### src/rtl/graph_window_ctrl.sv
// ---------------------------------------------------------------------------
// graph_window_ctrl
//
// Sequencer for the 32x32 binary image memory (one word per column, one bit
// per row, 5-bit read slice starting at a row offset). It has two jobs:
//   * LOAD : write a full image taken from a serial pixel stream, with the
//            row as the fast-moving address field.
//   * SCAN : visit every 5x5 window origin in raster order. It fetches five
//            column slices through the memory's 1-cycle registered read port
//            and presents each window as 25 bits on a valid/ready handshake.
// This block is the only master of the memory's en/RW/coladdr/rowaddr/data_in
// pins.
//
// Optional build macro: GRAPH_WIN_ABORT_EN adds an 'abort' input. When abort
// is high in any busy state, the FSM returns to IDLE on the next edge and no
// done pulse is produced.
//
// Ports:
//   clk, rst_n              clock, asynchronous active-low reset
//   abort                   (GRAPH_WIN_ABORT_EN only) cancel current job
//   start_load, start_scan  job start pulses, honoured only in IDLE
//   pix_data, pix_valid     serial pixel stream in
//   pix_ready               high while loading
//   mem_en, mem_rw          memory enable, 1=read / 0=write
//   mem_wdata               write bit
//   mem_col, mem_row        column (word) and row (bit) address
//   mem_rdata               5-bit read slice, one cycle after the read
//   win_valid, win_ready    window handshake
//   win_data                bit 5k+j = pixel(col0+k, row0+j)
//   win_col, win_row        window origin
//   win_last                final window of the scan (with win_valid)
//   busy                    FSM not in IDLE
//   done                    one-cycle pulse at the end of a load or scan
// ---------------------------------------------------------------------------
module graph_window_ctrl #(
  parameter int STRIDE  = 1,
  parameter int IMG_DIM = 32,
  parameter int WIN     = 5
) (
  input  logic        clk,
  input  logic        rst_n,
`ifdef GRAPH_WIN_ABORT_EN
  input  logic        abort,
`endif
  input  logic        start_load,
  input  logic        start_scan,
  input  logic        pix_data,
  input  logic        pix_valid,
  output logic        pix_ready,
  output logic        mem_en,
  output logic        mem_rw,
  output logic        mem_wdata,
  output logic [4:0]  mem_col,
  output logic [4:0]  mem_row,
  input  logic [4:0]  mem_rdata,
  output logic        win_valid,
  input  logic        win_ready,
  output logic [24:0] win_data,
  output logic [4:0]  win_col,
  output logic [4:0]  win_row,
  output logic        win_last,
  output logic        busy,
  output logic        done
);

  // Largest legal origin is the last multiple of STRIDE that keeps the whole
  // window inside the image (27 for a 32-pixel side and a 5-pixel window).
  localparam int SPAN = IMG_DIM - WIN;
  localparam int LAST = SPAN - (SPAN % STRIDE);
  localparam logic [5:0] LAST6    = 6'(LAST);
  localparam logic [5:0] STRIDE6  = 6'(STRIDE);
  localparam logic [9:0] PIX_LAST = 10'(IMG_DIM * IMG_DIM - 1);

  typedef enum logic [2:0] {
    IDLE = 3'd0,
    LOAD = 3'd1,
    RD   = 3'd2,
    OUT  = 3'd3,
    FIN  = 3'd4
  } state_t;

  state_t      state_q, state_d;
  logic [9:0]  pix_idx_q, pix_idx_d;
  logic [2:0]  sub_q, sub_d;
  logic [4:0]  col0_q, col0_d;
  logic [4:0]  row0_q, row0_d;
  logic [24:0] win_q, win_d;

  // Candidate next origin, one bit wider so the overflow past LAST is visible.
  logic [5:0]  col_step;
  logic [5:0]  row_step;

  assign col_step = {1'b0, col0_q} + STRIDE6;
  assign row_step = {1'b0, row0_q} + STRIDE6;

  // State and counter registers. Reset clears everything, and because every
  // memory pin is decoded from the state, mem_en also drops asynchronously.
  always_ff @(posedge clk or negedge rst_n) begin
    if (!rst_n) begin
      state_q   <= IDLE;
      pix_idx_q <= '0;
      sub_q     <= '0;
      col0_q    <= '0;
      row0_q    <= '0;
      win_q     <= '0;
    end else begin
      state_q   <= state_d;
      pix_idx_q <= pix_idx_d;
      sub_q     <= sub_d;
      col0_q    <= col0_d;
      row0_q    <= row0_d;
      win_q     <= win_d;
    end
  end

  // Next-state and memory-pin decode.
  always_comb begin
    state_d   = state_q;
    pix_idx_d = pix_idx_q;
    sub_d     = sub_q;
    col0_d    = col0_q;
    row0_d    = row0_q;
    win_d     = win_q;
    pix_ready = 1'b0;
    mem_en    = 1'b0;
    mem_rw    = 1'b0;
    mem_wdata = 1'b0;
    mem_col   = '0;
    mem_row   = '0;
    win_valid = 1'b0;
    done      = 1'b0;

    case (state_q)
      IDLE: begin
        // A load request takes priority and swallows a coincident scan start.
        if (start_load) begin
          state_d   = LOAD;
          pix_idx_d = '0;
        end else if (start_scan) begin
          state_d = RD;
          col0_d  = '0;
          row0_d  = '0;
          sub_d   = '0;
        end
      end

      LOAD: begin
        // The pixel index splits as {column, row}, with the row moving fastest.
        pix_ready = 1'b1;
        mem_col   = pix_idx_q[9:5];
        mem_row   = pix_idx_q[4:0];
        if (pix_valid) begin
          mem_en    = 1'b1;
          mem_wdata = pix_data;
          if (pix_idx_q == PIX_LAST) begin
            state_d = FIN;
          end else begin
            pix_idx_d = pix_idx_q + 10'd1;
          end
        end
      end

      RD: begin
        // Reads are issued for sub-steps 0..4. Each slice returns one cycle
        // later, so sub-step k stores the column read at step k-1. The row
        // address stays on row0 for the whole fetch because the returned slice
        // is only meaningful while the row offset is held.
        mem_row = row0_q;
        if (sub_q < 3'd5) begin
          mem_en  = 1'b1;
          mem_rw  = 1'b1;
          mem_col = col0_q + 5'(sub_q);
        end
        case (sub_q)
          3'd1:    win_d[4:0]   = mem_rdata;
          3'd2:    win_d[9:5]   = mem_rdata;
          3'd3:    win_d[14:10] = mem_rdata;
          3'd4:    win_d[19:15] = mem_rdata;
          3'd5:    win_d[24:20] = mem_rdata;
          default: win_d        = win_q;
        endcase
        if (sub_q == 3'd5) begin
          state_d = OUT;
          sub_d   = '0;
        end else begin
          sub_d = sub_q + 3'd1;
        end
      end

      OUT: begin
        // The window registers are not written here, so the presented window
        // stays stable for as long as the consumer stalls.
        win_valid = 1'b1;
        if (win_ready) begin
          if (col_step > LAST6) begin
            col0_d = '0;
            if (row_step > LAST6) begin
              state_d = FIN;
            end else begin
              row0_d  = row_step[4:0];
              state_d = RD;
            end
          end else begin
            col0_d  = col_step[4:0];
            state_d = RD;
          end
        end
      end

      FIN: begin
        done    = 1'b1;
        state_d = IDLE;
      end

      default: state_d = IDLE;
    endcase

`ifdef GRAPH_WIN_ABORT_EN
    // Abort only redirects the next state. A write issued in this cycle
    // still completes, and no done pulse is produced.
    if (abort && (state_q != IDLE)) begin
      state_d = IDLE;
      done    = 1'b0;
    end
`endif
  end

  assign busy     = (state_q != IDLE);
  assign win_data = win_q;
  assign win_col  = col0_q;
  assign win_row  = row0_q;
  assign win_last = (state_q == OUT) && ({1'b0, col0_q} == LAST6) &&
                    ({1'b0, row0_q} == LAST6);

endmodule

### config.mk
export PLATFORM = sky130hd
export DESIGN_NAME = graph_window_ctrl
export DESIGN_NICKNAME = d
export VERILOG_FILES = /design/src/rtl/graph_window_ctrl.sv
export SDC_FILE = /design/constraint.sdc
export NUM_CORES = 1
export LEC_CHECK = 0
export BUFFER_PORTS_ARGS = -buffer_cell sky130_fd_sc_hd__buf_2
export CORE_MARGIN = 1.5
export CORE_UTILIZATION = 50
export CTS_CLUSTER_DIAMETER = 40
export DETAILED_ROUTE_END_ITERATION = 16
export PLACE_DENSITY = 0.82
export RECOVER_POWER = 100
export SYNTH_ARGS = -nofsm -noshare
export SYNTH_HDL_FRONTEND = slang
export SYNTH_SLANG_ARGS = --single-unit
### constraint.sdc
create_clock -name clk -period 3.5 [get_ports clk]
set_clock_uncertainty 0.15 [all_clocks]
set_input_delay 0.525 -clock clk [delete_from_list [all_inputs] [get_ports clk]]
set_output_delay 0.525 -clock clk [all_outputs]
set_load 0.05 [all_outputs]
== Word level (Yosys, flattened, before mapping) ==
Cells that the tools add are included.

* Output and inout port bits: 53
* Input port bits: 12
* Logic and storage cells: 96
* Flip-flop bits (word level): 51

* Reductions and logical operators: 17
* Equal/unequal tests: 23
* Muxes and demuxes: 38
* Add/subtract/negate cells: 5
* $lt $le $gt $ge: 3

{| class="wikitable"
|+ Operators with widths
! cell !! number
|-
| $mux 5 || 8
|-
| $pmux 5 s2 || 4
|-
| $mux 3 || 11
|-
| $mux 10 || 3
|-
| $ne 2x2->1 const B || 10
|-
| $pmux 10 s2 || 1
|-
| $add 5x1->6 const B || 2
|-
| $eq 3x2->1 const B || 4
|-
| $gt 6x5->1 const B || 2
|-
| $pmux 3 s4 || 1
|-
| $add 10x1->10 const B || 1
|-
| $eq 10x10->1 const B || 1
|-
| $eq 5x5->1 const B || 2
|-
| $reduce_and 2->1 || 5
|-
| $eq 3x3->1 const B || 3
|-
| $mux 1 || 8
|-
| $reduce_and 4->1 || 2
|-
| $eq 3x1->1 const B || 2
|-
| $pmux 3 s2 || 1
|-
| $reduce_and 6->1 || 1
|-
| $reduce_bool 2->1 || 3
|-
| $add 5x3->5 || 1
|-
| $reduce_and 5->1 || 1
|-
| $add 3x1->3 const B || 1
|-
| other kinds (7) || 8
|}

== Depth between registers and ports, before layout ==
Gate-level depths: netlist of the first run.

* Word-level depth: 6
* Gate-level depth with buffers: 7

== Worst setup path after synthesis of the first run ==
Ideal clock, no wire load.

* Path type: register -> output
* From: register col0_q[0], in the netlist win_col[0]
* To: output port mem_col[4]
* Arrival time: 2.827 ns
* Data required time: 2.825 ns
* Path slack: -0.002 ns
* Stages on the path, launching flop included: 8
* Cell sequence: dfrtp_1 > ha_1 > inv_1 > fa_1 > nor2b_1 > o21ai_0 > xnor2_1 > o21ai_0

* Cells in the longest elaborated chain, start to end: 3

{| class="wikitable"
|+ RTL lines
! element !! line !! text
|-
| from (decl) || 85 || <nowiki>logic [4:0] col0_q, col0_d;</nowiki>
|-
| from (signal assigned) || 110 || <nowiki>col0_q <= col0_d;</nowiki>
|-
| $add 5x3->5 || 172 || <nowiki>mem_col = col0_q + 5'(sub_q);</nowiki>
|-
| $mux 5 || 169 || <nowiki>if (sub_q < 3'd5) begin</nowiki>
|-
| $pmux 5 s2 || 133 || <nowiki>case (state_q)</nowiki>
|-
| to (decl) || 53 || <nowiki>output logic [4:0] mem_col,</nowiki>
|}

No other way between the ends.

== Worst setup path in the final report of the first run ==
Same ends and word-level chain as after synthesis.

==> impl.org, run 1 <==
** Clock network
- Counting every sink on the clock net gives 51.
- CTS placed an instance of sky130_fd_sc_hd__clkbuf_8 at the clock tree root.
- The clock passes through at most 2 buffers.
- Clock latency on the worst-skew pair :: roughly 310 ps
- CTS Buf Count :: 5
- TritonCTS built the clock tree.
- Clock Pin Slew Worst Setup and Hold Paths :: 100 ps
- Number of gates given a new drive strength after cts :: 0
- After clock tree synthesis, the flow added hold-fix buffers numbering 0.
- H-Tree Depth :: 2
- Total setup buffers inserted after CTS :: 0

** Flow run
- Reported max-cap violation count :: 1

** Floorplanning
- Die width :: 78.9 um
- Top-level port count :: 65
- The floorplan step defined a die boundary enclosing slightly above 6000 sq um.
- Row generation in the floorplan step produced 27 rows.
- In this run the standard cell core region covers 5540 sq um.
- The die is approximately 79 um tall.
- The initial utilization of the core area, before any placement, comes to 0.520.

** Placed design
- Half-perimeter wire length of the detailed placement result :: 4950 um
- RD Place Congestion :: 0.898
- After detailed placement, the total cell area comes to 3260 sq um.
- PortBufs :: 64
- Before CTS, the worst setup slack after placement is about 880 ps.

** Detailed routing
- Number of remaining DRC errors :: 0
- In the final routed layout, each cell accounts on average for roughly 16 um.
- Per-cell via count in the routed design :: 5.84
- Total number of vias :: 2,453
- After detailed routing, the total wire length is 6760 um.
- Starting DRC count in detailed routing :: 125
- The count of nets left with antenna violations once routing finished came out at 0.
- TritonRoute pass-1 iters :: 4

** Run status
- The final reports fail on max-capacitance violations, max-slew violations.
- The run finished, with violations left.

** Worst hold path
- Worst Hold Path EP :: win_data[22]
- In this run the worst hold path is classified as in2reg.
- Number of stages on the worst hold path :: 2
- The worst hold path begins at mem_rdata[2].

** Yosys
- Proportion of synthesized area in mux cells :: 0.113
- Area share of fa/ha/maj cells after synthesis :: 0.0461
- Async S/R FF share, synth :: 1.00
- Of the total synthesized cell area, the portion taken by AND, OR, NAND and NOR gates is 0.174.
- Of the total synthesized cell area, the portion taken by XOR and XNOR cells is 0.00913.
- Syn nets :: slightly above 300
- Post-Synthesis Cells :: 286
- The share of the synthesized area in compound gates (AO/OA/AOI/OAI) was 0.172.
- After synthesis, the mean cell area works out to 10.1 sq um.
- After synthesis, the largest family of logic cells by area is simple AND/OR/NAND/NOR gates.
- Flip-flop and latch count after synthesis :: 51
- For this run, the register share of the synthesized area comes to 0.443.
- The synthesized design contains 0 enable-type register cells.
- After synthesis, the netlist uses 53 different library cells.
- Yosys printed 0 warnings.
- Prevailing post-synth register cell :: sky130_fd_sc_hd__dfrtp_1
- The cell area that synthesis handed to floorplanning was about 2900 sq um.

** Setup path
- Category of the most critical setup path :: reg2out
- Crit end category :: output port
- Worst Path Required :: 2820 ps
- In this run the worst path has a maximum fanout of 8.
- The startpoint identified for the worst register-to-register timing path is state_q[1].
- Data arrives at the worst endpoint at ~2300 ps.
- CP Launch Type :: flip-flop
- The endpoint identified for the worst register-to-register timing path is win_data[17].
- Worst reg-to-reg setup slack :: 980 ps
- Worst-case reg-to-reg path depth :: 5

** Global route
- Wire length of the first global-routing pass :: 11,100 um
- Vias in the first global route :: 2,353
- Across every metal layer, demand over resource in global routing totals 0.229.
- Overall overflow remaining after global route :: 0
- Largest net degree at the start of global routing :: 35
- The number of antenna violations at the first check in global routing is 0.

** Timing
- Fin. Hold Viols :: 0
- Final worst setup slack :: roughly 530 ps
- Setup TNS after final layout :: 0 ps
- The count of final max-slew check failures was 35.
- Of the available clock period, the critical path in the final layout requires 0.848.
- Static timing analysis puts the maximum clock frequency at 0.337 GHz.
- Worst slew margin :: -0.254
- Subtracting the final worst setup slack from the clock period gives 2970 ps.
- Total of endpoints with negative setup slack in the final report :: 0
- Slew of the pin with the lowest slew margin :: 1880 ps
- Unrepaired setup endpoints after global routing :: false

** Final layout
- After filler insertion, the fill cell instance count of the layout stands at slightly below 500.
- From synthesis to final layout, the design area changed by 13.6%.
- Post-Layout Inst Area :: around 3300 sq um
- Ratio of cells with drive above 1 in the final layout :: 0.152
- Number of nets in the finished design :: roughly 370
- The multi-input combinational cells in the finished layout cover a total of 1470 sq um.
- Across the whole layout, storage elements account for ~1300 sq um.
- Antenna fix cells :: 0
-- cell families (layout without fill, tap and decap cells) --
family | Yosys count | count (layout)
and+or+nand+nor | 91 | 91
AOI/OAI and AO/OA | 71 | 71
muxes | 29 | 29
xor gates and xnor gates | 3 | 3
buffers and inverters | 31 | 93
adders and majority gates | 10 | 10
DFF | 51 | 51
-- state kept, by name (all words and copies together), names as in the netlist --
| name | cells |
|---|---|
| win_row | 5 |
| win_col | 5 |
| state_q | 3 |
| sub_q | 3 |
| win_data | 25 |
| pix_idx_q | 10 |
-- stage by stage --
step,std cells,utilization,hold slack (ps)
after floorplan,286,-,79.4
after global placement,412,0.588,334
after detailed placement,412,0.588,340
after CTS,420,0.605,158
after global routing,420,0.591,335
final,420,0.591,344
-- placed cells by master, fill, tap and decap left out, types with 9 or more instances in the layout --
cell / n
sky130_fd_sc_hd__a21oi_1: 10
sky130_fd_sc_hd__buf_2: 12
sky130_fd_sc_hd__clkbuf_1: 54
sky130_fd_sc_hd__dfrtp_1: 51
sky130_fd_sc_hd__ha_1: 9
sky130_fd_sc_hd__inv_1: 18
sky130_fd_sc_hd__mux2_2: 27
sky130_fd_sc_hd__nand2_1: 26
sky130_fd_sc_hd__nand3_1: 11
sky130_fd_sc_hd__o21ai_0: 14
sky130_fd_sc_hd__or4_1: 9
-- final cells by class --
class                   instances  share of cell area
well taps                      72              0.0275
clock inverters                 3             0.00765
inverters                      18              0.0207
flip-flops and latches         51               0.390
clock buffers                   5              0.0210
repair buffers                 67              0.0826
multi-input cells             204               0.450
-- worst max path at each step --
stage                     startpoint    endpoint  slack [ps]  cells after the start
after global routing      win_col[0]  mem_col[4]         370                      8
after global placement    win_col[0]  mem_col[4]         980                      8
final                     win_col[0]  mem_col[4]         530                      8
after CTS                 win_col[0]  mem_col[4]         530                      8
after floorplan           state_q[2]  mem_col[2]          60                      6
after detailed placement  win_col[0]  mem_col[4]         880                      8
-- worst max-delay path, cell delays in order, from the launching register on --
cell	delay [ps]
sky130_fd_sc_hd__dfrtp_1	470
sky130_fd_sc_hd__ha_1	210
sky130_fd_sc_hd__inv_1	60
sky130_fd_sc_hd__fa_1	400
sky130_fd_sc_hd__nor2b_1	120
sky130_fd_sc_hd__o21ai_0	100
sky130_fd_sc_hd__xnor2_1	170
sky130_fd_sc_hd__o21ai_1	150
sky130_fd_sc_hd__buf_2	280
-- synth_stat cells, types with 3 or more instances --
master,count,area (sq um)
sky130_fd_sc_hd__a22o_1,6,52.6
sky130_fd_sc_hd__a21o_1,4,30.0
sky130_fd_sc_hd__o21ai_0,15,75.1
sky130_fd_sc_hd__mux2_2,27,304
sky130_fd_sc_hd__nand2b_1,4,25.0
sky130_fd_sc_hd__clkbuf_1,11,41.3
sky130_fd_sc_hd__inv_1,18,67.6
sky130_fd_sc_hd__ha_1,9,113
sky130_fd_sc_hd__and3_1,3,18.8
sky130_fd_sc_hd__nand2_1,26,97.6
sky130_fd_sc_hd__nor2b_1,5,31.3
sky130_fd_sc_hd__nor2_1,5,18.8
sky130_fd_sc_hd__o211ai_1,4,30.0
sky130_fd_sc_hd__or4_1,8,60.1
sky130_fd_sc_hd__nor3_1,5,25.0
sky130_fd_sc_hd__o22ai_1,5,31.3
sky130_fd_sc_hd__nand3_1,11,55.1
sky130_fd_sc_hd__or3_1,3,18.8
sky130_fd_sc_hd__a31oi_1,4,25.0
sky130_fd_sc_hd__and2_1,7,43.8
sky130_fd_sc_hd__dfrtp_1,51,1280
sky130_fd_sc_hd__o311ai_0,4,35.0
sky130_fd_sc_hd__o31ai_1,5,37.5
sky130_fd_sc_hd__a21oi_1,10,50.1
-- layer usage --
layer	vias to the layer above	track usage	wire length, um
li1	1177	-	-
met1	1205	0.306	3020
met2	60	0.372	3290
met3	11	0.0460	344
met4	0	0.0754	108
met5	-	0	0
Power of run 1 is not shown: default switching activity piles up to over one toggle a cycle in this logic, so the estimate is an artifact.
==> inputs of run 2 (changes only) <==
--- a/config.mk
+++ b/config.mk
@@ -5,12 +5,13 @@
 export SDC_FILE = /design/constraint.sdc
 export NUM_CORES = 1
 export LEC_CHECK = 0
+export ABC_AREA = 1
 export BUFFER_PORTS_ARGS = -buffer_cell sky130_fd_sc_hd__buf_2
 export CORE_MARGIN = 1.5
-export CORE_UTILIZATION = 50
+export CORE_UTILIZATION = 49
 export CTS_CLUSTER_DIAMETER = 40
 export DETAILED_ROUTE_END_ITERATION = 16
-export PLACE_DENSITY = 0.82
+export PLACE_DENSITY = 0.84
 export RECOVER_POWER = 100
 export SYNTH_ARGS = -nofsm -noshare
 export SYNTH_HDL_FRONTEND = slang
==> constraint.sdc (replaced) <==
create_clock -name clk -period 2.5 [get_ports clk]
set_clock_uncertainty 0.15 [all_clocks]
set_input_delay 0.375 -clock clk [delete_from_list [all_inputs] [get_ports clk]]
set_output_delay 0.375 -clock clk [all_outputs]
set_load 0.05 [all_outputs]
==> run 2 against run 1 <==
Net effect: the run now ends clean; critical path depth shrank 1; die area shrank 0.56%; wire length grew 2.3%; core utilization grew 2.2 points; setup slack lost 480 ps; sequential share of layout area shrank 1.1 points; sequential cell count is the same; synthesized cell count grew 24%; highest routed layer unchanged.
==> impl.org, run 2 <==
** Run status
- Status :: finished clean

** Pwr
- Dividing total power by cell area gives a power density of 564 nW/um^2.
- In this run the static leakage power is approximately 1.7 nW.
- VDD sags by at most 534 uV.
- Overall power consumption after layout is estimated at ~1.9 mW.

** Yosys
- Leading cell type by number of instances after synthesis :: sky130_fd_sc_hd__nand2_1
- Number of warnings issued by yosys :: 0 (unchanged)
- Flip-flop and latch count after synthesis :: 51 (unchanged)
- Syn nets :: 377 (+22%)
- Post-Synthesis Cell Area :: 2810 sq um (-2.6%)
- Number of distinct library cell variants in the gate-level netlist after synthesis :: 33 (-38%)
- The area share of the largest cell type after synthesis is 0.455 (+0.0117).
- Cell types with the largest area share after synthesis :: sky130_fd_sc_hd__dfrtp_1, sky130_fd_sc_hd__nand2_1, sky130_fd_sc_hd__o21ai_0, sky130_fd_sc_hd__inv_1, sky130_fd_sc_hd__ha_1
- The number of cells produced by synthesis was 355 (+24%).
- Proportion of synthesized chip area in sequential cells :: 0.455 (+0.0117)
- Counting instances in the post-synthesis netlist gives the leading cell types as sky130_fd_sc_hd__nand2_1, sky130_fd_sc_hd__dfrtp_1, sky130_fd_sc_hd__o21ai_0.
- The number of enable flip-flop cells after synthesis came to 0 (unchanged).
- Average footprint of a synthesized cell :: 7.90 sq um (-22%)
- Biggest area consumer among synthesized cells :: sky130_fd_sc_hd__dfrtp_1
- The most used flip-flop cell after synthesis is sky130_fd_sc_hd__dfrtp_1.
- The post-synthesis async set-or-reset flop share was 1.00 (unchanged).

** Floorplanning
- The height of the chip was 78.7 um (-0.28%).
- Top-level port count :: 65 (unchanged)
- The area of the core came to 5510 sq um (-0.61%).
- The standard-cell row count is 27 (unchanged).
- Die area :: 6190 sq um (-0.56%)
- Die width :: 78.7 um (-0.28%)
- The starting utilization of the core area was 0.509 (-0.0102).

** Global route
- Overall overflow remaining after global route :: 0 (unchanged)
- Antenna violations before repair :: 0 (unchanged)
- The global-route wire length before repair was 11,400 um (+2.5%).
- The number of global-route vias before repair is 2,473 (+5.1%).
- GRT Total Usage :: 0.233 (+0.00463)
- Largest net degree at the start of global routing :: 29 (-17%)

** Flow run
- The total of max-cap violations is 0 (-1).

** Final layout
- The library cell used most frequently in the layout, excluding fill and tap cells, is sky130_fd_sc_hd__nand2_1.
- Number of flip-flops in the largest register :: 25 (unchanged)
- Post-Layout Inst Area :: 3370 sq um (+3.1%)
- Relative to the synthesized area, the layout overhead comes to 20.3%.
- Filler Cells Inserted :: 493 (-0.80%)
- Number of nets in the finished design :: 450 (+22%)
- Ratio of cells with drive above 1 in the final layout :: 0.166 (+0.0132)
- The final antenna diode count is 0 (unchanged).
- Top library cells by usage in the layout, fill and taps aside :: sky130_fd_sc_hd__nand2_1, sky130_fd_sc_hd__dfrtp_1, sky130_fd_sc_hd__o21ai_0
- The share of the core filled with cells was 0.613 (+0.0223).

** Setup path
- The worst register-to-register path begins at pix_idx_q[0].
- The critical-path maximum fanout was 4 (-4).
- Category of the most critical setup path :: reg2out
- Worst Path Required :: 1980 ps (-840 ps)
- The arrival time reported for the critical path endpoint came to 1920 ps (-370 ps).
- Crit end category :: output port
- CP Launch Type :: flip-flop
- The most critical setup path has its startpoint at sub_q[1].

** Timing
- Of the available clock period, the critical path in the final layout requires 0.977.
- Total of endpoints with negative setup slack in the final report :: 0 (unchanged)
- The measured slew at the worst slew-check pin came to 1360 ps (-521 ps).
- Setup repair after global routing could not meet its margin everywhere.
- The count of final max-slew check failures came to 0 (-100%).
- Fin. Hold Viols :: 0 (unchanged)
- The tightest hold margin was 240 ps (-104 ps).
- Setup TNS after final layout :: 0 ps (unchanged)
- Worst slew margin :: 0.0935 (+0.347)
- Post-layout min period :: 2440 ps
- Top achievable clock speed :: 0.409 GHz

** Clock network
- CTS Buf Count :: 5 (unchanged)
- The number of levels the H-tree was split into was 2 (unchanged).
- Clock Pin Slew Worst Setup and Hold Paths :: 100 ps (about the same)
- The clock net sink count was 51 (unchanged).
- CTS tree :: built
- The tree is rooted in a sky130_fd_sc_hd__clkbuf_8.
- The clock network latency to the later pin of the worst-skew pair was 310 ps (about the same).
- The maximum buffer depth of the clock tree is 2 (unchanged).

** Placed design
- Half-perimeter wire length of the detailed placement result :: 5130 um (+3.6%)
- The area after detailed placement is 3310 sq um (+1.6%).
- The count of buffers inserted at the top-level ports came to 64 (unchanged).
- RD Place Congestion :: 0.873 (-2.8%)

** Detailed routing
- The mean number of vias per cell came to 5.21 (-11%).
- The detailed-route wire length per cell was 13.8 um (-14%).
- TritonRoute pass-1 iters :: 5 (+1)
- The post-detailed-route DRC marker count came to 0 (unchanged).
- Starting DRC count in detailed routing :: 259 (+110%)
- The final antenna-violating net count is 0 (unchanged).
- Total number of vias :: 2,608 (+6.3%)
- Detailed-route wire length :: 6920 um (+2.3%)

** Worst hold path
- The worst hold path belongs to the class in2reg.
- In this run the most critical hold path is launched from mem_rdata[1].
## run 2: cell types whose count changed in the layout (fill, tap and decap cells not counted), moves of 15 or more
cell / delta
sky130_fd_sc_hd__mux2_2: -27
sky130_fd_sc_hd__nor2_1: +19
sky130_fd_sc_hd__o21ai_0: +32
sky130_fd_sc_hd__nand2_1: +78
sky130_fd_sc_hd__inv_1: +21
sky130_fd_sc_hd__clkbuf_1: -15
## run 2: layout make-up
class	instances	area (sq um)	area share
clock buffer	5	68.8	0.0204
clock inverter	3	26.3	0.00779
inverter	45	171	0.0508
multi-input combinational	254	1380	0.409
sequential	51	1280	0.379
tap	72	90.1	0.0267
timing repair buffer	71	357	0.106
## run 2: final timing paths
kind,endpoint,slack (ps),cells past startpoint
worst min register to register,win_data[12],340,2
worst max-delay path,mem_col[3],60,7
worst max register to register,pix_idx_q[9],220,9
worst min-delay path,win_data[1],240,3
max in group asynchronous,win_data[18],660,2
min in group asynchronous,pix_idx_q[7],730,2
## run 2: where the power goes
part	switching (mW)	leakage [nW]	internal [mW]
sequential	0.0580	0.543	0.869
combinational	0.337	1.06	0.142
clock	0.290	0.0491	0.206
total	0.685	1.65	1.22
## run 2: cell families (layout without fill, tap and decap cells)
group | after synthesis | after routing | share of synthesized area
fa+ha+maj | 10 | 10 | 0.0473
flops | 51 | 51 | 0.455
simple gates | 168 | 168 | 0.261
xor+xnor | 9 | 9 | 0.0281
buf+inv | 50 | 124 | 0.0740
compound gates | 67 | 67 | 0.135
## run 2: routing by layer
layer,vias to the layer above,track usage,wire length [um]
met5,-,0,0
met4,0,0.0732,104
met3,9,0.0465,282
met2,67,0.386,3450
met1,1244,0.307,3080
li1,1288,-,-
## run 2: per-stage QoR
step           instances  setup slack [ps]
2_1_floorplan        355             -88.9
3_3_place_gp         491               264
3_5_place_dp         491               209
4_1_cts              501              20.5
5_1_grt              501             -8.65
6_report             501              57.4
## run 2: worst max-delay path, cell delays in order, from the launching register on
cell	delay, ps
sky130_fd_sc_hd__dfrtp_1	400
sky130_fd_sc_hd__buf_4	150
sky130_fd_sc_hd__ha_1	260
sky130_fd_sc_hd__a21oi_1	190
sky130_fd_sc_hd__o21ai_0	120
sky130_fd_sc_hd__xor2_1	170
sky130_fd_sc_hd__o22ai_2	130
sky130_fd_sc_hd__buf_6	180
## run 2: timing repair
| item | CTS | global route |
|---|---|---|
| hold buffers | 1 | 0 |
| endpoints found under the setup margin | 4 | 6 |
| pin swaps | 0 | 1 |
| hold endpoints to repair | 23 | 0 |
| resized for setup | 8 | 5 |
| setup buffers | 1 | 0 |
No activity file was read; power rests on OpenSTA's default activity.
